`src/rtl/db_stream_ctrl_if.sv`:
```
// db_stream_ctrl_if: DDR word-read request channel with in-order data returns.
interface db_stream_ctrl_if;
  logic         ddrReq;
  logic [31:0]  ddrAddr;
  logic         ddrAck;
  logic [511:0] ddrData;
  logic         ddrDataValid;
  modport master (output ddrReq, ddrAddr, input ddrAck, ddrData, ddrDataValid);
  modport slave  (input ddrReq, ddrAddr, output ddrAck, ddrData, ddrDataValid);
endinterface

```
`src/rtl/db_stream_ctrl.sv`:
```
// db_stream_ctrl: prefetches database words from DDR, feeds the Hit engine and reports hits.
// Defining HIT_COUNT_EN adds a saturating 16-bit hitCount output.
module db_stream_ctrl (
  input  logic             clk,
  input  logic             rst,
  input  logic             start,
  input  logic [31:0]      dbLength,
  db_stream_ctrl_if.master ddr,
  output logic [511:0]     dataBase,
  output logic             dataBaseValid,
  output logic             load,
  output logic             shift,
  input  logic [8:0]       ShiftNo,
  input  logic             hit,
  input  logic [8:0]       locationQ,
  output logic             hitValid,
  output logic [8:0]       hitQLoc,
  output logic [40:0]      hitDbOffset,
  output logic             busy,
  output logic             done
`ifdef HIT_COUNT_EN
  ,output logic [15:0]     hitCount
`endif
);
  typedef enum logic [2:0] {IDLE, LOAD, SCAN, REPORT, FINISH} state_t;
  state_t       state;
  logic [31:0]  len, word_idx, req_idx;
  logic [511:0] mem [2];
  logic         wr_ptr, rd_ptr;
  logic [1:0]   cnt, fill;
  logic         req_fire, wr_en, pop;
  // cnt reserves a slot per issued request; fill counts words actually returned
  assign busy         = state != IDLE;
  assign ddr.ddrReq   = busy && cnt < 2'd2 && req_idx < len;
  assign ddr.ddrAddr  = req_idx;
  assign req_fire     = ddr.ddrReq && ddr.ddrAck;
  assign wr_en        = ddr.ddrDataValid && busy;
  assign pop          = state == LOAD && fill != 2'd0;
  assign shift        = state == SCAN && !hit;
  always_ff @(posedge clk)
    if (wr_en) mem[wr_ptr] <= ddr.ddrData;
  always_ff @(posedge clk or negedge rst) begin
    if (!rst) begin
      state         <= IDLE;
      len           <= '0;
      word_idx      <= '0;
      req_idx       <= '0;
      wr_ptr        <= 1'b0;
      rd_ptr        <= 1'b0;
      cnt           <= '0;
      fill          <= '0;
      dataBase      <= '0;
      dataBaseValid <= 1'b0;
      load          <= 1'b0;
      hitValid      <= 1'b0;
      hitQLoc       <= '0;
      hitDbOffset   <= '0;
      done          <= 1'b0;
    end else begin
      load     <= 1'b0;
      hitValid <= 1'b0;
      done     <= 1'b0;
      req_idx  <= req_idx + 32'(req_fire);
      wr_ptr   <= wr_ptr ^ wr_en;
      rd_ptr   <= rd_ptr ^ pop;
      cnt      <= cnt + 2'(req_fire) - 2'(pop);
      fill     <= fill + 2'(wr_en) - 2'(pop);
      case (state)
        IDLE: if (start) begin
          len      <= dbLength;
          word_idx <= '0;
          req_idx  <= '0;
          wr_ptr   <= 1'b0;
          rd_ptr   <= 1'b0;
          cnt      <= '0;
          fill     <= '0;
          state    <= dbLength == 32'd0 ? FINISH : LOAD;
        end
        LOAD: if (pop) begin
          dataBase      <= mem[rd_ptr];
          load          <= 1'b1;
          dataBaseValid <= 1'b1;
          state         <= SCAN;
        end
        // a hit suppresses shift, so a coincident wrap is taken after REPORT
        SCAN: if (hit) begin
          hitValid    <= 1'b1;
          hitQLoc     <= locationQ;
          hitDbOffset <= {word_idx, ShiftNo};
          state       <= REPORT;
        end else if (ShiftNo == 9'd511) begin
          word_idx <= word_idx + 32'd1;
          state    <= {1'b0, word_idx} + 33'd1 < {1'b0, len} ? LOAD : FINISH;
        end
        REPORT: state <= SCAN;
        FINISH: begin
          done          <= 1'b1;
          dataBaseValid <= 1'b0;
          state         <= IDLE;
        end
        default: state <= IDLE;
      endcase
    end
  end
`ifdef HIT_COUNT_EN
  always_ff @(posedge clk or negedge rst) begin
    if (!rst) hitCount <= '0;
    else if (state == IDLE && start) hitCount <= '0;
    else if (hitValid && hitCount != 16'hFFFF) hitCount <= hitCount + 16'd1;
  end
`endif
endmodule

```
`src/flat_wrapper.sv`:
```
// flat-port wrapper written by rule: the top's interface ports become plain ports
module db_stream_ctrl_flat 
  (clk, rst, start, dbLength, dataBase, dataBaseValid, load, shift, ShiftNo, hit, locationQ, hitValid, hitQLoc, hitDbOffset, busy, done, ddr_ddrReq, ddr_ddrAddr, ddr_ddrAck, ddr_ddrData, ddr_ddrDataValid);
  db_stream_ctrl_if ddr_i ();
  input  logic clk;
  input  logic rst;
  input  logic start;
  input  logic [31:0] dbLength;
  output logic [511:0] dataBase;
  output logic dataBaseValid;
  output logic load;
  output logic shift;
  input  logic [8:0] ShiftNo;
  input  logic hit;
  input  logic [8:0] locationQ;
  output logic hitValid;
  output logic [8:0] hitQLoc;
  output logic [40:0] hitDbOffset;
  output logic busy;
  output logic done;
  output wire logic [$bits(ddr_i.ddrReq)-1:0] ddr_ddrReq;
  output wire logic [$bits(ddr_i.ddrAddr)-1:0] ddr_ddrAddr;
  input wire logic [$bits(ddr_i.ddrAck)-1:0] ddr_ddrAck;
  input wire logic [$bits(ddr_i.ddrData)-1:0] ddr_ddrData;
  input wire logic [$bits(ddr_i.ddrDataValid)-1:0] ddr_ddrDataValid;
  assign ddr_ddrReq = ddr_i.ddrReq;
  assign ddr_ddrAddr = ddr_i.ddrAddr;
  assign ddr_i.ddrAck = ddr_ddrAck;
  assign ddr_i.ddrData = ddr_ddrData;
  assign ddr_i.ddrDataValid = ddr_ddrDataValid;
  db_stream_ctrl u_core (.clk(clk), .rst(rst), .start(start), .dbLength(dbLength), .ddr(ddr_i), .dataBase(dataBase), .dataBaseValid(dataBaseValid), .load(load), .shift(shift), .ShiftNo(ShiftNo), .hit(hit), .locationQ(locationQ), .hitValid(hitValid), .hitQLoc(hitQLoc), .hitDbOffset(hitDbOffset), .busy(busy), .done(done));
endmodule
```
`config.mk`:
```
export PLATFORM = sky130hd
export DESIGN_NAME = db_stream_ctrl_flat
export DESIGN_NICKNAME = d
export VERILOG_FILES = /design/src/rtl/db_stream_ctrl_if.sv /design/src/rtl/db_stream_ctrl.sv /design/src/flat_wrapper.sv
export SDC_FILE = /design/constraint.sdc
export NUM_CORES = 2
export LEC_CHECK = 0
export ABC_AREA = 1
export CORE_AREA = 2 2 455 457
export CTS_CLUSTER_DIAMETER = 150
export CTS_CLUSTER_SIZE = 25
export DETAILED_ROUTE_END_ITERATION = 6
export DIE_AREA = 0 0 457 459
export PLACE_DENSITY = 0.59
export SLEW_MARGIN = 20
export SYNTH_ARGS = -nofsm -noshare
export SYNTH_HDL_FRONTEND = slang
export SYNTH_SLANG_ARGS = --single-unit
```
`constraint.sdc`:
```
create_clock -name clk -period 27.3 [get_ports clk]
set_clock_uncertainty 0.2 [all_clocks]
set_input_delay 4.095 -clock clk [delete_from_list [all_inputs] [get_ports clk]]
set_output_delay 4.095 -clock clk [all_outputs]
set_load 0.005 [all_outputs]
```
# Word level (Yosys, flattened, before mapping)
# Memory sizes are Yosys's and may differ from the RTL's. A register that Yosys moved wholly into a read port is not among the register bits.
# Cells that the tools add are included.
[op_classes] muxes=30 bitwise=2 order_cmp=3 n_addsub=7 reduce_logical=20 n_eq_ne=10
[ops] operator="$mux W32" n=5
[ops] operator="$pmux W32 S2" n=1
[ops] operator="$add A32 B1 Y33 const B" n=1
[ops] operator="$lt A33 B32 Y1" n=1
[ops] operator="$add A32 B1 Y32" n=1
[ops] operator="$add A32 B1 Y32 const B" n=1
[ops] operator="$logic_not A32 Y1" n=1
[ops] operator="$lt A32 B32 Y1" n=1
[ops] operator="$mux W3" n=6
[ops] operator="$mux W1" n=12
[ops] operator="$pmux W3 S4" n=1
[ops] operator="$eq A9 B9 Y1 const B" n=1
[ops] operator="$mux W2" n=4
[ops] operator="$reduce_and A2 Y1" n=4
[ops] operator="$eq A3 B2 Y1 const B" n=2
[ops] operator="$logic_and A1 B1 Y1" n=6
[ops] operator="$ne A2 B2 Y1 const B" n=3
[ops] operator="$reduce_bool A2 Y1" n=3
[ops] operator="$add A2 B1 Y2" n=2
[ops] operator="$reduce_and A4 Y1" n=1
[ops] operator="$sub A2 B1 Y2" n=2
[ops] operator="$eq A3 B1 Y1 const B" n=1
[ops] operator="$eq A3 B3 Y1 const B" n=1
[ops] operator="$logic_not A3 Y1" n=1
[ops] operator="8 further kinds" n=10
[totals] inputBits=568 word_cells=87 output_inout_bits=601 mem_bits_rw=1024 ff_bits=159 memories=1
[mem_list] memory="u_core.mem" words=2 word_bits=512 rd=1 rd_clocked_by_memory_dff=1 write_ports=1 line_no="db_stream_ctrl.sv:28" source="logic [511:0] mem [2];"

# Longest topological paths before layout
[logic_depth] word_depth=8 ltp_mapped=26 ltp_nobuf=26

# Worst setup path after synthesis
# No wires, ideal clock.
[synth_timing] kind="input to register" startpoint="input port ddr_ddrDataValid" endpoint="memory u_core.mem[1][0], enable pin" n_path_buf=0 path_stages=3 t_required_ps=26153 arrival_ps=15975 setup_ps=947 path_slack_ps=10179 cell_sequence="inv_1 -> nor2_1 -> ha_1"
[synth_via] elab_chain_len=3
[synth_rtl] element="start: declaration" line_no="flat_wrapper.sv:25" source="input wire logic [$bits(ddr_i.ddrDataValid)-1:0] ddr_ddrDataValid;"
[synth_rtl] element="$logic_and A1 B1 Y1" line_no="db_stream_ctrl.sv:37" source="assign wr_en = ddr.ddrDataValid && busy;"
[synth_rtl] element="$mux W1" line_no="db_stream_ctrl.sv:41" source="if (wr_en) mem[wr_ptr] <= ddr.ddrData;"
[synth_rtl] element="$mux W1 (implied by the code)" line_no="db_stream_ctrl.sv:41"
[synth_rtl] element="end: declaration" line_no="db_stream_ctrl.sv:28"
# Every way passes these cells.

# Worst setup path in the final report
[layout_timing] startpoint="input port hit" endpoint="output port shift"
[layout_via] elab_chain_len=2
[layout_rtl] element="start: declaration" line_no="flat_wrapper.sv:14" source="input logic hit;"
[layout_rtl] element="$logic_not A1 Y1" line_no="db_stream_ctrl.sv:39" source="assign shift = state == SCAN && !hit;"
[layout_rtl] element="$logic_and A1 B1 Y1" line_no="db_stream_ctrl.sv:39"
[layout_rtl] element="end: declaration" line_no="flat_wrapper.sv:12" source="output logic shift;"
# Every way passes these cells.

==> metrics.md <==
| Metric | Value |
|---|---|
| Switch share | `0.341` |
| Starting Density | `0.313` |
| Register area | `47500 um^2` |
| Sink Count | `1695` |
| Synthesis-to-finish area growth | `26.4%` |
| Hold WC Path Type | `reg -> reg` |
| Vias in the first global route | `40200` |
| Internal power | `5.28 mW` |
| Via count | `41800` |
| Buffers on Ports | `1168` |
| Core box area | `206000 um^2` |
| Worst Path Buf+Inv | `2` |
| Largest net degree at the start of global routing | `222` |
| RSZ-0062 raised after global routing | `false` |
| PostCTS Resize Cnt | `0` |
| Worst slew margin | `0.257` |
| Post-route ant nets | `0` |
| Post-synth EDFFs | `1024` |
| Data required, critical path | `23000 ps` |
| Hold Violations, Final | `0` |
| Placed Cells | `9095` |
| DP Wirelength | `136000 um` |
| Setup Fix Bufs, Post-CTS | `0` |
| Max_cap viols | `0` |
| CP Class | `in -> out` |
| Fillers | `19500` |
| Share of layout cells above drive strength 1 | `0.0275` |
| Clock power share | `0.176` |
| Async SR Flop Fraction | `0.396` |
| Die height | `459 um` |
| Seq/Total Area, Yosys | `0.738` |
| Initial DRC Count | `3348` |
| Final worst path period need | `9570 ps` |
| Overflow after GRT | `0` |
| Post-layout util | `0.396` |
| Yosys warning total | `0` |
| FP Rows | `167` |
| Clk Latency, worst-skew pair | `750 ps` |
| Most frequent cells after synthesis | `1289 x nand2_1, 1129 x o21ai_0, 1024 x edfxtp_1, 683 x inv_1, 671 x dfrtp_1` |
| Synth Net Count | `6070` |
| CTS Hold Bufs | `0` |
| Tcrit/Tclk final | `0.350` |
| Num ports | `1169` |
| Setup Total Neg Slack | `0 ps` |
| Gate power share | `0.339` |
| DIE AREA | `210000 um^2` |
| F_max | `0.105 GHz` |
| Nets | `7114` |
| Antenna violations before repair | `60` |
| Leak Pwr | `32.5 nW` |
| Vias per cell | `4.51` |
| CP dominant cell by count | `clkdlybuf4s50_1` |
| Power per cell area | `98.4 nW/um^2` |
| Root buffer cell | `clkbuf_16` |
| Avg WL per Cell | `20.5 um` |
| Slowest CP cell | `clkdlybuf4s50_1` |
| # setup viols final | `0` |
| Clock Tree Buf Depth | `3` |
| Distinct cells, synth | `44` |
| Multi-input combinational cell area | `13200 um^2` |
| Mapped Avg Cell Area | `11.9 um^2` |
| Most numerous cell in the Yosys netlist | `nand2_1` |
| Die Wd | `457 um` |
| Total Wirelength | `190000 um` |
| Top FF cell, synth | `edfxtp_1` |
| Routability congestion estimate | `0.891` |
| Outcome | `finished clean` |
| Gr usage total | `0.176` |
| Post-synthesis cell count | `5431` |
| Top cell type's share of synthesized area | `0.477` |
| Worst Path Arrival | `5270 ps` |
| Flop pwr share | `0.485` |
| Worst setup SP type | `input port` |
| Yosys reg bits | `1695` |
| Top delay family on crit path | `buffers and inverters` |
| Clock-pin slew on the worst setup and hold paths | `100 ps` |
| Area contributors post-synth | `edfxtp_1 48%, dfrtp_1 26%, o21ai_0 8.8%` |
| First-pass GRT wire length | `274000 um` |
| Maximum vdd drop | `0.0588 mV` |
| Critical path endpoint category | `primary output` |
| Leading area contributor after synthesis | `edfxtp_1` |
| CP max FO | `3` |
| CP cell instances | `clkdlybuf4s50_1, nor2_1, clkdlybuf4s50_1` |
| Post-route DRC | `0` |
| 1st-pass router iterations | `7` |
| Finished Layout Cells | `9270` |
| Net switching power | `2.73 mW` |
| CTS tree | `done` |
| Post-Synthesis Cell Area | `64400 um^2` |
| Max incr delay on CP | `540 ps` |
| TritonCTS Buffers | `79` |
| Worst-Margin Slew | `1110 ps` |
| CTS H-tree lvls | `3` |
| Slew Viols, Final | `0` |
[through the flow]
step | power [mW] | hold slack, ps | worst slack (ps) | instance area [um^2]
after detailed placement | 6.69 | 257 | 17730 | 78800
after CTS | 8.12 | 281 | 17720 | 81300
after global placement | 6.63 | 256 | 17730 | 78800
after floorplan | 5.28 | 265 | 10180 | 64400
final | 8.01 | 278 | 17730 | 81400
after global routing | 8.54 | 301 | 17620 | 81400
[placed cells by master, fill, tap and decap left out, types with 5 or more instances in the layout]
master / n
clkbuf_16: 79
xnor2_1: 6
edfxtp_1: 1024
dfrtp_1: 670
o22ai_1: 20
clkdlybuf4s50_1: 1167
diode_2: 26
o21ai_0: 1128
nor2_4: 8
ha_1: 69
xor2_1: 24
buf_4: 43
a21oi_1: 41
nor4_1: 15
nand2_1: 1289
nor2_1: 76
nor2_2: 5
buf_12: 6
nor3_1: 21
clkbuf_1: 54
nand3_1: 29
inv_1: 683
nand4_1: 19
[sequential cells by signal, indices dropped and copies added, names as in the netlist, 2 cells and up]
signal              flops
u_core.cnt              2
u_core.dataBase       512
u_core.ddr.ddrAddr     32
u_core.fill             2
u_core.hitDbOffset     41
u_core.hitQLoc          9
u_core.len             32
u_core.mem           1024
u_core.state            3
u_core.word_idx        32
[cells by family after synthesis]
family | after synthesis | share of synthesized area
AOI/OAI and AO/OA | 1211 | 0.0953
xor gates and xnor gates | 31 | 0.00433
adders and majority gates | 71 | 0.0138
buffers and inverters | 943 | 0.0573
DFF | 1695 | 0.738
and+or+nand+nor | 1480 | 0.0912
[power by group through the flow]
stage	registers [mW]	logic [mW]	clock network, mW
floorplan	4.12	1.17	0
global route	3.96	3.03	1.55
finish	3.88	2.71	1.41
global placement	3.91	2.72	0
detailed placement	3.93	2.76	0
CTS	3.89	2.77	1.47
[worst register-to-register path: stages (launching register included)]
cell	delay, ps
dfrtp_1	450
o21ai_4	720
buf_12	520
buf_4	1160
buf_4	840
buf_4	880
o21ai_0	290
[routing by layer]
layer	up-vias	wire length (um)	GRT usage
met3	253	16500	0.0594
li1	20100	-	-
met1	20200	77400	0.217
met4	38	5590	0.0600
met5	-	247	0
met2	1261	90700	0.289
[final cells by class]
class	instances	area share
antenna	26	0.000799
clock buffer	133	0.0268
clock inverter	13	0.00297
inverter	687	0.0317
multi-input combinational	2793	0.162
sequential	1695	0.584
tap	2704	0.0416
timing repair buffer	1219	0.150
[worst paths after layout]
path	startpoint	endpoint	slack (ps)	cells past startpoint
min reg2reg	u_core.hitQLoc[4]$_DFFE_PN0P_	u_core.hitQLoc[4]$_DFFE_PN0P_	280	2
max	hit	shift	17730	3
min in group asynchronous	rst	u_core.dataBase[284]$_DFFE_PN0P_	3110	1
max in group asynchronous	rst	u_core.dataBase[466]$_DFFE_PN0P_	20110	5
max reg2reg	u_core.fill[1]$_DFF_PN0_	u_core.dataBase[55]$_DFFE_PN0P_	22110	6
min	u_core.hitQLoc[4]$_DFFE_PN0P_	u_core.hitQLoc[4]$_DFFE_PN0P_	280	2
Note: power is estimated with default switching activity, not from simulation.
